===== src/rtl/calc_pkg.sv =====
// Shared constants for the calc pipeline dispatch/merge blocks.
// Latency: n/a (package only).
// Backpressure: n/a (package only).
package calc_pkg;

  // Lane-select encoding carried on disp_sel; the dispatch demux uses the same values.
  localparam logic LANE0 = 1'b0;
  localparam logic LANE1 = 1'b1;

  // Default datapath width of a calc lane result.
  localparam int CALC_W = 32;

  // Width of an occupancy counter able to hold 0..depth inclusive.
  function automatic int cnt_width(input int depth);
    return $clog2(depth) + 1;
  endfunction

endpackage


===== src/rtl/calc_merge_2to1_if.sv =====
// Handshake/data bundle between the two calc lanes, the dispatcher and the merge block.
// Latency: n/a (wires only).
// Backpressure: out_ready from downstream; order_full/lane*_full advise upstream.
//
// Signals:
//   disp_valid/disp_sel  dispatch strobe and the lane the operand went to
//   in0_valid/in0        lane0 result strobe and data
//   in1_valid/in1        lane1 result strobe and data
//   out_ready            downstream accepts out this cycle
//   out_valid/out        merged result stream in dispatch order
//   order_full           order FIFO full, upstream must not dispatch
//   lane0_full/lane1_full lane result FIFO full
//   overflow             sticky drop indicator
interface calc_merge_2to1_if
  import calc_pkg::*;
#(
  parameter int M = CALC_W
) ();

  logic         disp_valid;
  logic         disp_sel;
  logic         in0_valid;
  logic [M-1:0] in0;
  logic         in1_valid;
  logic [M-1:0] in1;
  logic         out_ready;
  logic         out_valid;
  logic [M-1:0] out;
  logic         order_full;
  logic         lane0_full;
  logic         lane1_full;
  logic         overflow;

  // Upstream/downstream environment side.
  modport master (
    output disp_valid, disp_sel,
    output in0_valid, in0,
    output in1_valid, in1,
    output out_ready,
    input  out_valid, out,
    input  order_full, lane0_full, lane1_full,
    input  overflow
  );

  // Merge block side.
  modport slave (
    input  disp_valid, disp_sel,
    input  in0_valid, in0,
    input  in1_valid, in1,
    input  out_ready,
    output out_valid, out,
    output order_full, lane0_full, lane1_full,
    output overflow
  );

endinterface


===== src/rtl/calc_merge_2to1_sync_fifo.sv =====
// Synchronous FIFO with registered storage, occupancy count and drop indication.
// Latency: a push is visible at head_dat/empty one cycle later.
// Backpressure: push while full is dropped unless the same cycle also pops.
//
// Ports:
//   clk, reset_n   clock and async active-low reset (clears pointers and count)
//   push/push_dat  write request and data
//   pop            read request; ignored while empty
//   head_dat       oldest entry (valid when !empty)
//   full/empty     decoded from the registered count
//   count          current occupancy, 0..DEPTH
//   drop           push refused this cycle (full and no pop)
module sync_fifo #(
  parameter int W     = 1,
  parameter int DEPTH = 4
) (
  input  logic                   clk,
  input  logic                   reset_n,
  input  logic                   push,
  input  logic [W-1:0]           push_dat,
  input  logic                   pop,
  output logic [W-1:0]           head_dat,
  output logic                   full,
  output logic                   empty,
  output logic [$clog2(DEPTH):0] count,
  output logic                   drop
);

  localparam int AW = $clog2(DEPTH);
  localparam int CW = AW + 1;

  logic [AW-1:0] wr_ptr_q, wr_ptr_d;
  logic [AW-1:0] rd_ptr_q, rd_ptr_d;
  logic [CW-1:0] cnt_q, cnt_d;
  logic          push_ok;
  logic          pop_ok;
  logic [W-1:0]  mem_q [DEPTH];

  assign full     = (cnt_q == CW'(DEPTH));
  assign empty    = (cnt_q == '0);
  assign count    = cnt_q;
  assign head_dat = mem_q[rd_ptr_q];
  assign drop     = push & ~push_ok;

  always_comb begin
    pop_ok   = pop & ~empty;
    // A pop in the same cycle frees the slot the push needs, so full only
    // refuses a push when nothing leaves.
    push_ok  = push & (~full | pop_ok);
    wr_ptr_d = wr_ptr_q;
    rd_ptr_d = rd_ptr_q;
    cnt_d    = cnt_q;
    // DEPTH is a power of two, so pointer wrap is plain overflow.
    if (push_ok) wr_ptr_d = wr_ptr_q + AW'(1);
    if (pop_ok)  rd_ptr_d = rd_ptr_q + AW'(1);
    case ({push_ok, pop_ok})
      2'b10:   cnt_d = cnt_q + CW'(1);
      2'b01:   cnt_d = cnt_q - CW'(1);
      default: cnt_d = cnt_q;
    endcase
  end

  always_ff @(posedge clk or negedge reset_n) begin
    if (!reset_n) begin
      wr_ptr_q <= '0;
      rd_ptr_q <= '0;
      cnt_q    <= '0;
    end else begin
      wr_ptr_q <= wr_ptr_d;
      rd_ptr_q <= rd_ptr_d;
      cnt_q    <= cnt_d;
    end
  end

  // Storage needs no reset: entries are only observed once counted in.
  always_ff @(posedge clk) begin
    if (push_ok) mem_q[wr_ptr_q] <= push_dat;
  end

endmodule


===== src/rtl/calc_merge_2to1.sv =====
// Merges the two calc lane result streams back into original dispatch order.
// Latency: lane result to out_valid is 2 cycles (FIFO write, output register).
// Backpressure: out_ready low freezes out/out_valid; FIFOs fill, then overflow flags drops.
//
// Ports:
//   clk, reset_n   clock and async active-low reset
//   bus (slave)    dispatch record, lane results, merged output and status flags
module calc_merge_2to1
  import calc_pkg::*;
#(
  parameter int M           = CALC_W,
  parameter int DEPTH       = 4,
  parameter int ORDER_DEPTH = 8
) (
  input  logic                clk,
  input  logic                reset_n,
  calc_merge_2to1_if.slave    bus
);

  localparam int OCW = cnt_width(ORDER_DEPTH);
  localparam int LCW = cnt_width(DEPTH);

  // Order FIFO outputs.
  logic           ord_head;
  logic           ord_full;
  logic           ord_empty;
  logic [OCW-1:0] ord_cnt;
  logic           ord_drop;

  // Lane FIFO outputs.
  logic [M-1:0]   l0_head, l1_head;
  logic           l0_full, l1_full;
  logic           l0_empty, l1_empty;
  logic [LCW-1:0] l0_cnt, l1_cnt;
  logic           l0_drop, l1_drop;

  // Head-match pop control.
  logic           head_lane_rdy;
  logic           pop;
  logic           pop0;
  logic           pop1;

  // Output register and sticky flag.
  logic           out_valid_q, out_valid_d;
  logic [M-1:0]   out_q, out_d;
  logic           overflow_q, overflow_d;

  // Occupancy counts are kept on the FIFO for debug visibility only.
  logic           unused_cnt;
  assign unused_cnt = ^{ord_cnt, l0_cnt, l1_cnt};

  sync_fifo #(
    .W     (1),
    .DEPTH (ORDER_DEPTH)
  ) u_order_fifo (
    .clk      (clk),
    .reset_n  (reset_n),
    .push     (bus.disp_valid),
    .push_dat (bus.disp_sel),
    .pop      (pop),
    .head_dat (ord_head),
    .full     (ord_full),
    .empty    (ord_empty),
    .count    (ord_cnt),
    .drop     (ord_drop)
  );

  sync_fifo #(
    .W     (M),
    .DEPTH (DEPTH)
  ) u_lane0_fifo (
    .clk      (clk),
    .reset_n  (reset_n),
    .push     (bus.in0_valid),
    .push_dat (bus.in0),
    .pop      (pop0),
    .head_dat (l0_head),
    .full     (l0_full),
    .empty    (l0_empty),
    .count    (l0_cnt),
    .drop     (l0_drop)
  );

  sync_fifo #(
    .W     (M),
    .DEPTH (DEPTH)
  ) u_lane1_fifo (
    .clk      (clk),
    .reset_n  (reset_n),
    .push     (bus.in1_valid),
    .push_dat (bus.in1),
    .pop      (pop1),
    .head_dat (l1_head),
    .full     (l1_full),
    .empty    (l1_empty),
    .count    (l1_cnt),
    .drop     (l1_drop)
  );

  always_comb begin
    // Only the lane named by the oldest dispatch may drain; a result sitting
    // on the other lane waits, which is what restores dispatch order.
    head_lane_rdy = (ord_head == LANE0) ? ~l0_empty : ~l1_empty;
    pop           = ~ord_empty & head_lane_rdy & (~out_valid_q | bus.out_ready);
    pop0          = pop & (ord_head == LANE0);
    pop1          = pop & (ord_head == LANE1);

    out_valid_d = out_valid_q;
    out_d       = out_q;
    if (pop) begin
      out_valid_d = 1'b1;
      out_d       = (ord_head == LANE0) ? l0_head : l1_head;
    end else if (bus.out_ready) begin
      // Consumed with nothing to replace it; data is left as-is.
      out_valid_d = 1'b0;
    end

    overflow_d = overflow_q | ord_drop | l0_drop | l1_drop;
  end

  always_ff @(posedge clk or negedge reset_n) begin
    if (!reset_n) begin
      out_valid_q <= 1'b0;
      out_q       <= '0;
      overflow_q  <= 1'b0;
    end else begin
      out_valid_q <= out_valid_d;
      out_q       <= out_d;
      overflow_q  <= overflow_d;
    end
  end

  assign bus.out_valid  = out_valid_q;
  assign bus.out        = out_q;
  assign bus.order_full = ord_full;
  assign bus.lane0_full = l0_full;
  assign bus.lane1_full = l1_full;
  assign bus.overflow   = overflow_q;

endmodule


===== src/flat_wrapper.sv =====
// flat-port wrapper written by rule: the top's interface ports become plain ports
module calc_merge_2to1_flat import calc_pkg::*;
#(
  parameter int M           = CALC_W,
  parameter int DEPTH       = 4,
  parameter int ORDER_DEPTH = 8
)
  (clk, reset_n, bus_disp_valid, bus_disp_sel, bus_in0_valid, bus_in0, bus_in1_valid, bus_in1, bus_out_ready, bus_out_valid, bus_out, bus_order_full, bus_lane0_full, bus_lane1_full, bus_overflow);
  calc_merge_2to1_if #(.M(M)) bus_i ();
  input  logic clk;
  input  logic reset_n;
  input wire logic [$bits(bus_i.disp_valid)-1:0] bus_disp_valid;
  input wire logic [$bits(bus_i.disp_sel)-1:0] bus_disp_sel;
  input wire logic [$bits(bus_i.in0_valid)-1:0] bus_in0_valid;
  input wire logic [$bits(bus_i.in0)-1:0] bus_in0;
  input wire logic [$bits(bus_i.in1_valid)-1:0] bus_in1_valid;
  input wire logic [$bits(bus_i.in1)-1:0] bus_in1;
  input wire logic [$bits(bus_i.out_ready)-1:0] bus_out_ready;
  output wire logic [$bits(bus_i.out_valid)-1:0] bus_out_valid;
  output wire logic [$bits(bus_i.out)-1:0] bus_out;
  output wire logic [$bits(bus_i.order_full)-1:0] bus_order_full;
  output wire logic [$bits(bus_i.lane0_full)-1:0] bus_lane0_full;
  output wire logic [$bits(bus_i.lane1_full)-1:0] bus_lane1_full;
  output wire logic [$bits(bus_i.overflow)-1:0] bus_overflow;
  assign bus_i.disp_valid = bus_disp_valid;
  assign bus_i.disp_sel = bus_disp_sel;
  assign bus_i.in0_valid = bus_in0_valid;
  assign bus_i.in0 = bus_in0;
  assign bus_i.in1_valid = bus_in1_valid;
  assign bus_i.in1 = bus_in1;
  assign bus_i.out_ready = bus_out_ready;
  assign bus_out_valid = bus_i.out_valid;
  assign bus_out = bus_i.out;
  assign bus_order_full = bus_i.order_full;
  assign bus_lane0_full = bus_i.lane0_full;
  assign bus_lane1_full = bus_i.lane1_full;
  assign bus_overflow = bus_i.overflow;
  calc_merge_2to1 #(.M(M), .DEPTH(DEPTH), .ORDER_DEPTH(ORDER_DEPTH)) u_core (.clk(clk), .reset_n(reset_n), .bus(bus_i));
endmodule

===== config.mk =====
export PLATFORM = sky130hd
export DESIGN_NAME = calc_merge_2to1_flat
export DESIGN_NICKNAME = d
export VERILOG_FILES = /design/src/rtl/calc_pkg.sv /design/src/rtl/calc_merge_2to1_if.sv /design/src/rtl/calc_merge_2to1_sync_fifo.sv /design/src/rtl/calc_merge_2to1.sv /design/src/flat_wrapper.sv
export SDC_FILE = /design/constraint.sdc
export NUM_CORES = 1
export LEC_CHECK = 0
export BUFFER_PORTS_ARGS = -buffer_cell sky130_fd_sc_hd__buf_2
export CORE_MARGIN = 1.5
export CORE_UTILIZATION = 38
export DETAILED_ROUTE_END_ITERATION = 6
export PLACE_DENSITY_LB_ADDON = 0.08
export REMOVE_ABC_BUFFERS = 1
export SETUP_SLACK_MARGIN = 0.1
export SLEW_MARGIN = 20
export SYNTH_ARGS = -nofsm -noshare
export SYNTH_HDL_FRONTEND = slang
export SYNTH_HIERARCHICAL = 1
export SYNTH_SLANG_ARGS = --single-unit
export TNS_END_PERCENT = 1

===== constraint.sdc =====
create_clock -name clk -period 4.8 [get_ports clk]
set_clock_uncertainty 0.1 [all_clocks]
set_input_delay 0.48 -clock clk [delete_from_list [all_inputs] [get_ports clk]]
set_output_delay 0.48 -clock clk [all_outputs]
set_load 0.005 [all_outputs]

; After elaboration in Yosys (flattened, before gate mapping)
; Memory sizes are Yosys's and may differ from the RTL's.
; Index checks and enable logic that the tools add are counted.
[totals]
output_inout_bits = 37
memories = 3
reg_bits = 58
input_bits = 71
word_cells = 87
ram_bits = 264
[op_classes]
mux = 13
eq_ne = 9
addsub = 12
n_reduce_logical = 7
bitwise_logic = 31
[memory_table]
columns = memory, words, width, read_ports, rd_ports_with_merged_regs, wr, line_no
row1 = u_core.u_lane0_fifo.mem_q, 4, 32, 1, 0, 1, calc_merge_2to1_sync_fifo.sv:37  ; logic [W-1:0] mem_q [DEPTH];
row2 = u_core.u_lane1_fifo.mem_q, 4, 32, 1, 0, 1, calc_merge_2to1_sync_fifo.sv:37
row3 = u_core.u_order_fifo.mem_q, 8, 1, 1, 0, 1, calc_merge_2to1_sync_fifo.sv:37
[op_table]
columns = cell, n
row1 = $mux 32, 1
row2 = $and 1x1->1, 13
row3 = $add 3x1->3 const B, 4
row4 = $pmux 3 s2, 2
row5 = $not 1->1, 11
row6 = $mux 1, 9
row7 = $add 2x1->2 const B, 4
row8 = $pmux 4 s2, 1
row9 = $reduce_bool 2->1, 4
row10 = $or 1x1->1, 7
row11 = $eq 2x1->1 const B, 3
row12 = $eq 2x2->1 const B, 3
row13 = $eq 3x3->1 const B, 2
row14 = $logic_not 3->1, 2
row15 = $sub 3x1->3 const B, 2
row16 = $add 4x1->4 const B, 1
row17 = $eq 4x4->1 const B, 1
row18 = $logic_not 4->1, 1
row19 = $sub 4x1->4 const B, 1

; Longest topological paths before layout
; Gate-level depths: netlist (run 1).
[depth]
depth_word = 13
ltp_mapped = 15
depth_no_buf = 12

; Cells and area by module
; The synthesis (run 1) kept the hierarchy.
[by_module_without_submodules]
columns = mod, area_per_inst_um2, instances, cells_per_inst, seq_area_each_um2
row1 = sync_fifo (u_core.u_lane0_fifo ...), 5121.2, 2, 219, 4018.9
row2 = calc_merge_2to1, 1805.5, 1, 114, 850.8
row3 = sync_fifo (u_core.u_order_fifo), 977.2, 1, 77, 490.5

; Worst setup path after synthesis (run 1)
; Ideal clock, no wire load.
[synth_path]
kind = register to register
from = reg u_core.u_order_fifo.rd_ptr_q[0]
to = reg u_core.u_lane0_fifo.cnt_q[2] (netlist: u_core/u_lane0_fifo/count[2])
n_path_buf = 4
required_ns = 4.568
period_less_slack_ns = 3.951
arrival_time_ns = 3.719
setup_time_ns = 0.132
stages_incl_launch_ff = 15
path_slack_ns = 0.849
cell_sequence = dfrtp_1 > mux4_2 > mux2_2 > buf_6 > mux2i_1 > and3b_1 > buf_6 > buf_6 > nor2b_1 > buf_1 > nand3b_1 > fa_1 > or3b_2 > a31oi_1 > o211ai_1
[synth_via]
elab_chain_cells = 10
elab_cells_between_ends = 13
classes_between = eq/ne (2) / mux (2) / bitwise (7) / reduce/logical (1) / memory (1)
[synth_lines]
columns = element, line_no
row1 = "start, declared", calc_merge_2to1_sync_fifo.sv:33  ; logic [AW-1:0] rd_ptr_q, rd_ptr_d;
row2 = "start signal, assigned", calc_merge_2to1_sync_fifo.sv:70  ; rd_ptr_q <= rd_ptr_d;
row3 = $mem_v2 8x1 *, --
row4 = net u_core.ord_head, calc_merge_2to1.sv:24  ; logic ord_head;
row5 = $mux 1, calc_merge_2to1.sv:103  ; head_lane_rdy = (ord_head == LANE0) ? ~l0_empty : ~l1_empty;
row6 = $and 1x1->1 (2 in series), calc_merge_2to1.sv:104  ; pop = ~ord_empty & head_lane_rdy & (~out_valid_q | bus.out_ready);
row7 = $and 1x1->1 *, calc_merge_2to1.sv:105  ; pop0 = pop & (ord_head == LANE0);
row8 = net u_core.pop0, calc_merge_2to1.sv:40  ; logic pop0;
row9 = $and 1x1->1 *, calc_merge_2to1_sync_fifo.sv:46  ; pop_ok = pop & ~empty;
row10 = $or 1x1->1, calc_merge_2to1_sync_fifo.sv:49  ; push_ok = push & (~full | pop_ok);
row11 = $and 1x1->1, calc_merge_2to1_sync_fifo.sv:49
row12 = $eq 2x1->1 or $eq 2x2->1 (tied branches), calc_merge_2to1_sync_fifo.sv:56  ; case ({push_ok, pop_ok})
row13 = $pmux 3 s2 or $reduce_bool 2->1 (tied branches), --
row14 = "end signal, assigned", calc_merge_2to1_sync_fifo.sv:71  ; cnt_q <= cnt_d;
row15 = "end, declared", calc_merge_2to1_sync_fifo.sv:34  ; logic [CW-1:0] cnt_q, cnt_d;
; Mark *: on every way through the listed nets, which the timed path passes. The rest lies on a longest branch.
; A chain may end at the register's enable or synchronous reset.

; Final worst setup path (run 1)
[layout_path]
from = reg u_core.u_order_fifo.rd_ptr_q[0]
to = reg u_core.u_lane1_fifo.cnt_q[2] (netlist: u_core/u_lane1_fifo/count[2])
[layout_via]
elab_chain_cells = 10
elab_cells_between_ends = 12
classes_between = eq/ne (2) / mux (2) / bitwise (6) / reduce/logical (1) / memory (1)
[layout_lines]
columns = element, line_no
row1 = $mem_v2 8x1 *, --
row2 = net u_core.ord_head, calc_merge_2to1.sv:24
row3 = $mux 1, calc_merge_2to1.sv:103
row4 = $and 1x1->1 (2 in series), calc_merge_2to1.sv:104
row5 = $and 1x1->1 *, calc_merge_2to1.sv:106  ; pop1 = pop & (ord_head == LANE1);
row6 = net u_core.pop1, calc_merge_2to1.sv:41  ; logic pop1;
row7 = $and 1x1->1 *, calc_merge_2to1_sync_fifo.sv:46
row8 = $or 1x1->1, calc_merge_2to1_sync_fifo.sv:49
row9 = $and 1x1->1, calc_merge_2to1_sync_fifo.sv:49
row10 = $eq 2x1->1 or $eq 2x2->1 (tied branches), calc_merge_2to1_sync_fifo.sv:56
row11 = $pmux 3 s2 or $reduce_bool 2->1 (tied branches), --
row12 = "end signal, assigned", calc_merge_2to1_sync_fifo.sv:71
row13 = "end, declared", calc_merge_2to1_sync_fifo.sv:34
; Marks and branches as above.

==> metrics.log, run 1 <==
[metrics] result of the run: complete, no violations
[metrics] final number of hold-violating endpoints: 0
[metrics] synthesis-stage register bit count: 322
[metrics] initial standard-cell utilization of the core: 38.7%
[metrics] overall die width: 188 um
[metrics] highest net fanout along the worst path: 17
[metrics] post-placement cell area: 14000 sq um
[metrics] clock root buffer: clkbuf_16
[metrics] height of the die: 188 um
[metrics] core area: 33600 sq um
[metrics] Detailed Routing Iterations Pass 1: 4
[metrics] setup TNS: 0 ns
[metrics] post-DR wirelength/cell: 22.6 um
[metrics] total half-perimeter wirelength after legalization and detailed placement: 17.4 mm
[metrics] capture point of the worst path: u_core/u_lane1_fifo/count[2]
[metrics] post-synthesis area per instance: 20.7 sq um
[metrics] share of the synthesized area in compound gates (AO/OA/AOI/OAI): 1.95%
[metrics] Rows: 67
[metrics] number of antenna violations at the first check in global routing: 4
[metrics] post-layout instance area: 15300 sq um
[metrics] cts repair resizes: 0
[metrics] post-CTS setup-driven buffer insertion count: 0
[metrics] cell with the biggest individual delay on the critical path: mux4_2
[metrics] Max-slew headroom: 30.0%
[metrics] cell type with the largest total area after synthesis: edfxtp_1
[metrics] maximum capacitance violations: 0
[metrics] post-detailed-route via-to-cell ratio: 5.03
[metrics] clock-pin slew on the worst setup and hold paths: 0.06 ns
[metrics] area share of the largest cell type after synthesis: 60.9%
[metrics] register area share after synthesis: 72.0%
[metrics] required time reported for the critical path endpoint: 5.08 ns
[metrics] CP max stage delay: 0.52 ns
[metrics] worst setup slack after layout: 0.729 ns
[metrics] mux cell area share after synthesis: 18.5%
[metrics] dominant register cell in the synthesized netlist: edfxtp_1
[metrics] startpoint of the worst-slack reg-to-reg timing path: u_core/u_order_fifo/rd_ptr_q[0]
[metrics] routed via count: 6221
[metrics] synthesis-to-layout area growth: 17.2%
[metrics] Leak: 0.00547 uW
[metrics] upper clock frequency limit: 246 MHz
[metrics] count of nets left with antenna violations after detail routing: 0
[metrics] total global routing track utilization: 16.2%
[metrics] count leader, synth: edfxtp_1
[metrics] worst setup path class: reg2reg
[metrics] R2R setup slack: 0.73 ns
[metrics] Reg2Reg Capture Point: u_core/u_lane1_fifo/count[2]
[metrics] power density over the cells: 686 nW/um^2
[metrics] post-synthesis share of cell area spent on full adders, half adders and majority gates: 1.61%
[metrics] setup repair after global routing missed its margin: false
[metrics] final slew viol count: 0
[metrics] Mapped Area: 13000 sq um
[metrics] first-pass GRT wire length: 42.3 mm
[metrics] Seq. cell area: 9380 sq um
[metrics] proportion of layout cells with a drive suffix above 1: 42.5%
[metrics] Post-Synth XOR/XNOR Area: 1.14%
[metrics] type of element capturing the critical path: flop
[metrics] Post-synth top cells: 264 x edfxtp_1, 66 x mux4_2, 58 x dfrtp_1
[metrics] number of design rule violations left after detail routing: 0
[metrics] CP Launch Point: u_core/u_order_fifo/rd_ptr_q[0]
[metrics] number of global-route vias before repair: 6764
[metrics] dominant combinational cell family by area after synthesis: multiplexers
[metrics] clock buffers created by TritonCTS: 37
[metrics] Distinct cells, synth: 53
[metrics] number of fill cells: 2873
[metrics] worst vdd rail ir drop: 0.317 mV
[metrics] total setup violations reported at the end of the flow: 0
[metrics] measured slew at the worst slew-check pin: 1.05 ns
[metrics] simple logic cell fraction of the synthesized area: 2.91%
[metrics] number of logic stages on the critical path including buffering: 11
[metrics] die outline area: 35400 sq um
[metrics] shortest period the worst path allows: 4.07 ns
[metrics] family of cells with the greatest summed delay on the critical path: simple AND/OR/NAND/NOR gates
[metrics] length in cells of the worst reg-to-reg path: 11
[metrics] number of buffers and inverters on the critical path: 1
[metrics] depth of the CTS H-tree: 2
[metrics] net count of the finished layout: 845
[metrics] wirelength, routed: 27.9 mm
[metrics] area of combinational cells with multiple inputs: 3400 sq um
[metrics] grt ovf: 0
[metrics] final critical-path share of the clock period: 84.8%
[metrics] GP Congestion: 0.694
[metrics] I/O Pins: 108
[metrics] Yosys Warn Count: 6
[metrics] 1st-iter DRT viols: 327
[metrics] placement-stage worst setup slack: 0.724 ns
[metrics] final core utilization: 45.4%
[metrics] ordered cell list for the critical path: mux4_2 -> mux2_2 -> mux2i_1 -> and3b_2 -> buf_4 -> and2_1 -> nand3b_1 -> fa_1 -> or3b_2 -> a31oi_1 -> o211ai_1
[metrics] maximum number of pins on one net before global-route repair: 59
[metrics] count of flip-flops with a built-in enable after synthesis: 264
[metrics] Setup crit start kind: flop
[metrics] biggest area contributors in the synthesized netlist: edfxtp_1 61%, mux4_2 11%, dfrtp_1 11%
[metrics] clock insertion delay at the later pin of the skew report: 0.52 ns
[metrics] Tightest Hold Check Type: in2reg
[metrics] proportion of synthesized flip-flops having asynchronous set or reset: 18.0%
[metrics] count of buffers from port buffering: 107
[metrics] gate count after technology mapping: 629
[metrics] Clock Sink Count: 322
[metrics] worst path arrival time: 4.35 ns
[metrics] clock tree buffer depth: 3
[metrics] clock tree from TritonCTS: built
-- worst register-to-register path: stages, from the launching register on --
cell,delay (ns)
dfrtp_1,0.45
mux4_2,0.52
mux2_2,0.30
mux2i_1,0.17
and3b_2,0.21
buf_4,0.35
and2_1,0.44
nand3b_1,0.18
fa_1,0.43
or3b_2,0.47
a31oi_1,0.19
o211ai_1,0.13
-- per-stage QoR --
step                      power (uW)  hold WS (ns)  std cells
after floorplan                 6680        0.0844        599
after global placement          7740         0.369       1167
after detailed placement        7830         0.381       1167
after CTS                      10700        0.0438       1233
after global routing           11100        0.0565       1233
final                          10500        0.0729       1236
-- cells in the final DEF, fill, tap and decap left out, types with 6 or more instances in the layout --
cell type / n
and2_2: 8
buf_2: 106
buf_4: 14
clkbuf_1: 8
clkbuf_16: 38
clkinv_2: 9
dfrtp_1: 54
edfxtp_1: 264
ha_1: 12
inv_1: 17
mux2_1: 6
mux2_2: 34
mux2_4: 30
mux4_2: 66
nand2_1: 7
nor2_1: 11
xnor2_1: 10
xor2_1: 7
-- worst min-delay path by stage --
stage                     depth (start not counted)                                to  slack [ns]                from
final                                             1   u_core/u_lane0_fifo/mem_q[1][6]        0.07          bus_in0[6]
after global placement                            1                u_core/bus.out[16]        0.37  u_core/bus.out[16]
after CTS                                         1  u_core/u_lane1_fifo/mem_q[3][30]        0.04         bus_in1[30]
after floorplan                                   0                 u_core/bus.out[0]        0.08             reset_n
after detailed placement                          1                u_core/bus.out[31]        0.38  u_core/bus.out[31]
after global routing                              1  u_core/u_lane1_fifo/mem_q[0][30]        0.06         bus_in1[30]
-- where the power goes --
part / switching (uW) / leakage [uW] / internal [uW]
Clock: 1100 / 0.000584 / 1690
Combinational: 1520 / 0.00179 / 1830
Sequential: 520 / 0.00309 / 3820
-- layer usage --
layer / up-vias / global-route usage (%) / share of wire (%)
li1: 2778 / - / -
met1: 3244 / 20.6 / 42
met2: 153 / 27.9 / 51
met3: 44 / 3.76 / 5.0
met4: 2 / 4.74 / 2.1
met5: - / 0 / 0.025
-- timing repair --
item | in CTS | in global routing
endpoints found under the hold margin | 4 | 0
hold buffers | 1 | 0
setup endpoints to repair | 0 | 0
-- kinds of logic after synthesis --
logic type      count (synthesis)
flops                         322
compound gates                 27
fa+ha+maj                      15
buf+inv                        47
simple gates                   63
mux                           138
xor+xnor                       17
-- layout make-up --
| class | count | area share, % |
|---|---|---|
| Multi-Input combinational cell | 260 | 22.3 |
| Clock inverter | 18 | 1.38 |
| Antenna cell | 3 | 0.0492 |
| Tap cell | 448 | 3.67 |
| Inverter | 17 | 0.418 |
| Clock buffer | 47 | 6.51 |
| Sequential cell | 322 | 61.5 |
| Timing Repair Buffer | 121 | 4.23 |
-- state kept, by name, indices dropped and copies added, names as in the netlist --
name and count:
u_core/u_lane1_fifo/rd_ptr_q 2, u_core/u_lane0_fifo/wr_ptr_q 2, u_core/u_order_fifo/rd_ptr_q 3, u_core/u_order_fifo/mem_q 8, u_core/u_order_fifo/count 4, u_core/u_lane0_fifo/mem_q 128, u_core/bus.overflow 1, u_core/u_lane0_fifo/count 3
u_core/bus.out_valid 1, u_core/u_lane1_fifo/count 3, u_core/bus.out 32, u_core/u_order_fifo/wr_ptr_q 3, u_core/u_lane1_fifo/mem_q 128, u_core/u_lane0_fifo/rd_ptr_q 2, u_core/u_lane1_fifo/wr_ptr_q 2
No activity file was read; power rests on OpenSTA's default activity.
==> inputs of run 2 (changes only) <==
Settings changed: ABC_AREA from default to 1.
Clock period 4.8 ns to 3.5 ns, I/O delays scaled along.
==> run 2 against run 1 <==
Net effect:
- non-clock buffer count is 76 higher
- utilization is 1.4 points higher
- first-iteration DRC count is 27% higher
- hold slack worse by 0.044 ns
- sequential share of layout area is 3.2 points lower
- critical path type unchanged
==> metrics.log, run 2 <==
[metrics] result of the run: complete, no violations
[metrics] cell type with the largest total area after synthesis: edfxtp_1
[metrics] post-DR wirelength/cell: 18.0 um (-20%)
[metrics] biggest area contributors in the synthesized netlist: edfxtp_1 60%, dfrtp_1 11%, nand2_1 5.6%
[metrics] overall die width: 189 um (+0.63%)
[metrics] Leak: 0.00629 uW (+15%)
[metrics] type of element capturing the critical path: flop
[metrics] synthesis-to-layout area growth: 22.1%
[metrics] dominant combinational cell family by area after synthesis: simple AND/OR/NAND/NOR gates
[metrics] Sequential Power Share: 37.1% (-4.3 points)
[metrics] net count of the finished layout: 1362 (+61%)
[metrics] height of the die: 189 um (+0.63%)
[metrics] count leader, synth: edfxtp_1
[metrics] total half-perimeter wirelength after legalization and detailed placement: 20.1 mm (+16%)
[metrics] Mapped Area: 13200 sq um (+1.3%)
[metrics] clock group share of total power: 25.2% (-1.4 points)
[metrics] final critical-path share of the clock period: 88.5% (+3.7 points)
[metrics] Tightest Hold Check Type: in2reg
[metrics] depth of the CTS H-tree: 2 (unchanged)
[metrics] Post-CTS Hold Fix Bufs: 62 (+61)
[metrics] upper clock frequency limit: 323 MHz (+31%)
[metrics] Post-Synth XOR/XNOR Area: 0.597% (-0.55 points)
[metrics] setup repair after global routing missed its margin: false
[metrics] final slew viol count: 0 (unchanged)
[metrics] most frequent cells in the layout: 264 x edfxtp_1, 196 x nand2_1, 155 x nor2_1
[metrics] I/O Pins: 108 (unchanged)
[metrics] Non-Filler Instances: 1761 (+42%)
[metrics] shortest period the worst path allows: 3.10 ns (-0.972 ns)
[metrics] register area share after synthesis: 71.1% (-0.92 points)
[metrics] Internal: 9340 uW (+27%)
[metrics] area share of the largest cell type after synthesis: 60.1% (-0.77 points)
[metrics] clock-pin slew on the worst setup and hold paths: 0.06 ns (about the same)
[metrics] proportion of synthesized flip-flops having asynchronous set or reset: 18.0% (unchanged)
[metrics] Clock Sink Count: 322 (unchanged)
[metrics] worst setup path class: reg2reg
[metrics] count of nets left with antenna violations after detail routing: 0 (unchanged)
[metrics] power density over the cells: 933 nW/um^2 (+36%)
[metrics] final number of hold-violating endpoints: 0 (unchanged)
[metrics] power share of the combinational group: 37.7% (+5.7 points)
[metrics] proportion of layout cells with a drive suffix above 1: 17.3% (-25 points)
[metrics] wirelength, routed: 31.7 mm (+14%)
[metrics] number of design rule violations left after detail routing: 0 (unchanged)
[metrics] share of total power consumed by net switching: 37.8% (+7.8 points)
[metrics] gate count after technology mapping: 1097 (+74%)
[metrics] Detailed Routing Iterations Pass 1: 7 (+3)
[metrics] synthesis-stage register bit count: 322 (unchanged)
[metrics] Distinct cells, synth: 28 (-47%)
[metrics] most common cell after layout, fill and taps aside: edfxtp_1
[metrics] 1st-iter DRT viols: 415 (+27%)
[metrics] grt ovf: 0 (unchanged)
[metrics] routed via count: 8508 (+37%)
[metrics] clock buffers created by TritonCTS: 36 (-2.7%)
[metrics] required time reported for the critical path endpoint: 3.60 ns (-1.48 ns)
[metrics] Yosys Warn Count: 6 (unchanged)
[metrics] clock tree buffer depth: 3 (unchanged)
[metrics] instance count after placement with tap cells included: 1630 (+40%)
[metrics] cts repair resizes: 0 (unchanged)
[metrics] share of the synthesized area in compound gates (AO/OA/AOI/OAI): 8.65% (+6.7 points)
[metrics] count of flip-flops with a built-in enable after synthesis: 264 (unchanged)
[metrics] post-detailed-route via-to-cell ratio: 4.83 (-4.0%)
[metrics] number of antenna violations at the first check in global routing: 1 (-3)
[metrics] measured slew at the worst slew-check pin: 0.729 ns (-0.321 ns)
[metrics] Rows: 68 (+1.5%)
[metrics] maximum number of pins on one net before global-route repair: 66 (+12%)
[metrics] clock insertion delay at the later pin of the skew report: 0.51 ns (about the same)
[metrics] worst vdd rail ir drop: 0.411 mV (+30%)
[metrics] mux cell area share after synthesis: 0.0854% (-18 points)
[metrics] setup TNS: 0 ns (unchanged)
[metrics] post-CTS setup-driven buffer insertion count: 0 (unchanged)
[metrics] post-synthesis share of cell area spent on full adders, half adders and majority gates: 1.59% (-0.021 points)
[metrics] final core utilization: 46.8% (+1.4 points)
[metrics] reported net switching power: 5680 uW (+81%)
[metrics] number of fill cells: 3211 (+12%)
[metrics] worst path arrival time: 3.20 ns (-1.15 ns)
[metrics] total global routing track utilization: 17.9% (+1.6 points)
[metrics] area of combinational cells with multiple inputs: 3300 sq um (-3.0%)
[metrics] maximum capacitance violations: 0 (unchanged)
[metrics] initial standard-cell utilization of the core: 38.4% (-0.37 points)
[metrics] core area: 34400 sq um (+2.3%)
[metrics] GP Congestion: 0.766 (+10%)
[metrics] count of buffers from port buffering: 107 (unchanged)
[metrics] simple logic cell fraction of the synthesized area: 13.6% (+11 points)
[metrics] clock tree from TritonCTS: built
[metrics] clock root buffer: clkbuf_16
[metrics] Setup crit start kind: flop
[metrics] post-synthesis area per instance: 12.0 sq um (-42%)
[metrics] first-pass GRT wire length: 48.7 mm (+15%)
[metrics] total setup violations reported at the end of the flow: 0 (unchanged)
[metrics] Max-slew headroom: 51.3% (+21 points)
[metrics] dominant register cell in the synthesized netlist: edfxtp_1
[metrics] Seq. cell area: 9380 sq um (about the same)
[metrics] number of global-route vias before repair: 8406 (+24%)
[metrics] die outline area: 35800 sq um (+1.3%)
[metrics] highest net fanout along the worst path: 22 (+5)
[metrics] Post-synth top cells: 264 x edfxtp_1, 196 x nand2_1, 163 x nor2_1
[run 2: cell types whose count changed after synthesis, sizes merged, moves of 34 or more]
cell	before	now
inv	17	51
mux2	70	1
mux4	66	0
nand2	7	209
nand3	4	51
nor2	11	169
o21ai	3	136
o22ai	1	64
[run 2: cells by family after synthesis]
family,after synthesis
AO/OA/AOI/OAI,210
XOR/XNOR,9
adder cells (fa/ha/maj),15
buffers and inverters,107
flip-flops,322
multiplexers,1
AND/OR/NAND/NOR,433
[run 2: final cells by class]
class | instances | area share, %
sequential | 322 | 58.3
multi-input combinational | 668 | 20.5
timing repair buffer | 197 | 9.00
clock buffer | 52 | 6.54
tap | 455 | 3.54
inverter | 51 | 1.19
clock inverter | 14 | 0.932
antenna | 2 | 0.0311
[run 2: layer usage]
metal,part of all wire [%],GRT usage (%)
met5,0,0
met4,2.4,5.53
met3,3.9,2.78
met2,48,29.5
met1,46,24.3
[run 2: power by group through the flow]
| stage | Combinational (uW) | Clock, uW | Sequential [uW] |
|---|---|---|---|
| finish | 5670 | 3780 | 5570 |
| global route | 6440 | 4020 | 5660 |
| CTS | 5800 | 3880 | 5580 |
| detailed placement | 5720 | 0 | 5650 |
| global placement | 5700 | 0 | 5650 |
| floorplan | 3330 | 0 | 5770 |
[run 2: through the flow]
step           setup WS, ns  hold WS [ns]  total power, uW  area (sq um)
6_report              0.401        0.0290            15000         16100
5_1_grt               0.129       0.00801            16100         16100
4_1_cts               0.359       0.00592            15300         16100
3_5_place_dp          0.389         0.354            11400         14200
3_3_place_gp          0.465         0.355            11300         14200
2_1_floorplan         -2.10       -0.0456             9100         12800
[run 2: worst paths after layout]
path / from / endpoint / slack, ns / cells after the start
min in group asynchronous: reset_n / u_core/bus.out_valid / 0.30 / 2
worst min-delay path: bus_disp_sel / u_core/u_order_fifo/mem_q[7] / 0.03 / 1
worst max-delay path: u_core/u_order_fifo/rd_ptr_q[0] / u_core/u_lane0_fifo/mem_q[0][31] / 0.40 / 14
worst max register to register: u_core/u_order_fifo/rd_ptr_q[0] / u_core/u_lane0_fifo/mem_q[0][31] / 0.40 / 14
worst min register to register: u_core/bus.out[31] / u_core/bus.out[31] / 0.36 / 2
max in group asynchronous: reset_n / u_core/bus.out[18] / 2.24 / 4
[run 2: worst max-delay path, stage by stage, from the launching register on]
cell,delay [ns]
dfrtp_1,0.43
inv_1,0.17
nor2_1,0.06
o21ai_0,0.20
nor2_1,0.09
a21oi_4,0.17
inv_2,0.05
nand2_1,0.10
nand3_4,0.20
nor2_1,0.25
nand2_2,0.12
nand2_2,0.10
nand2_4,0.11
nor2_4,0.38
buf_12,0.25
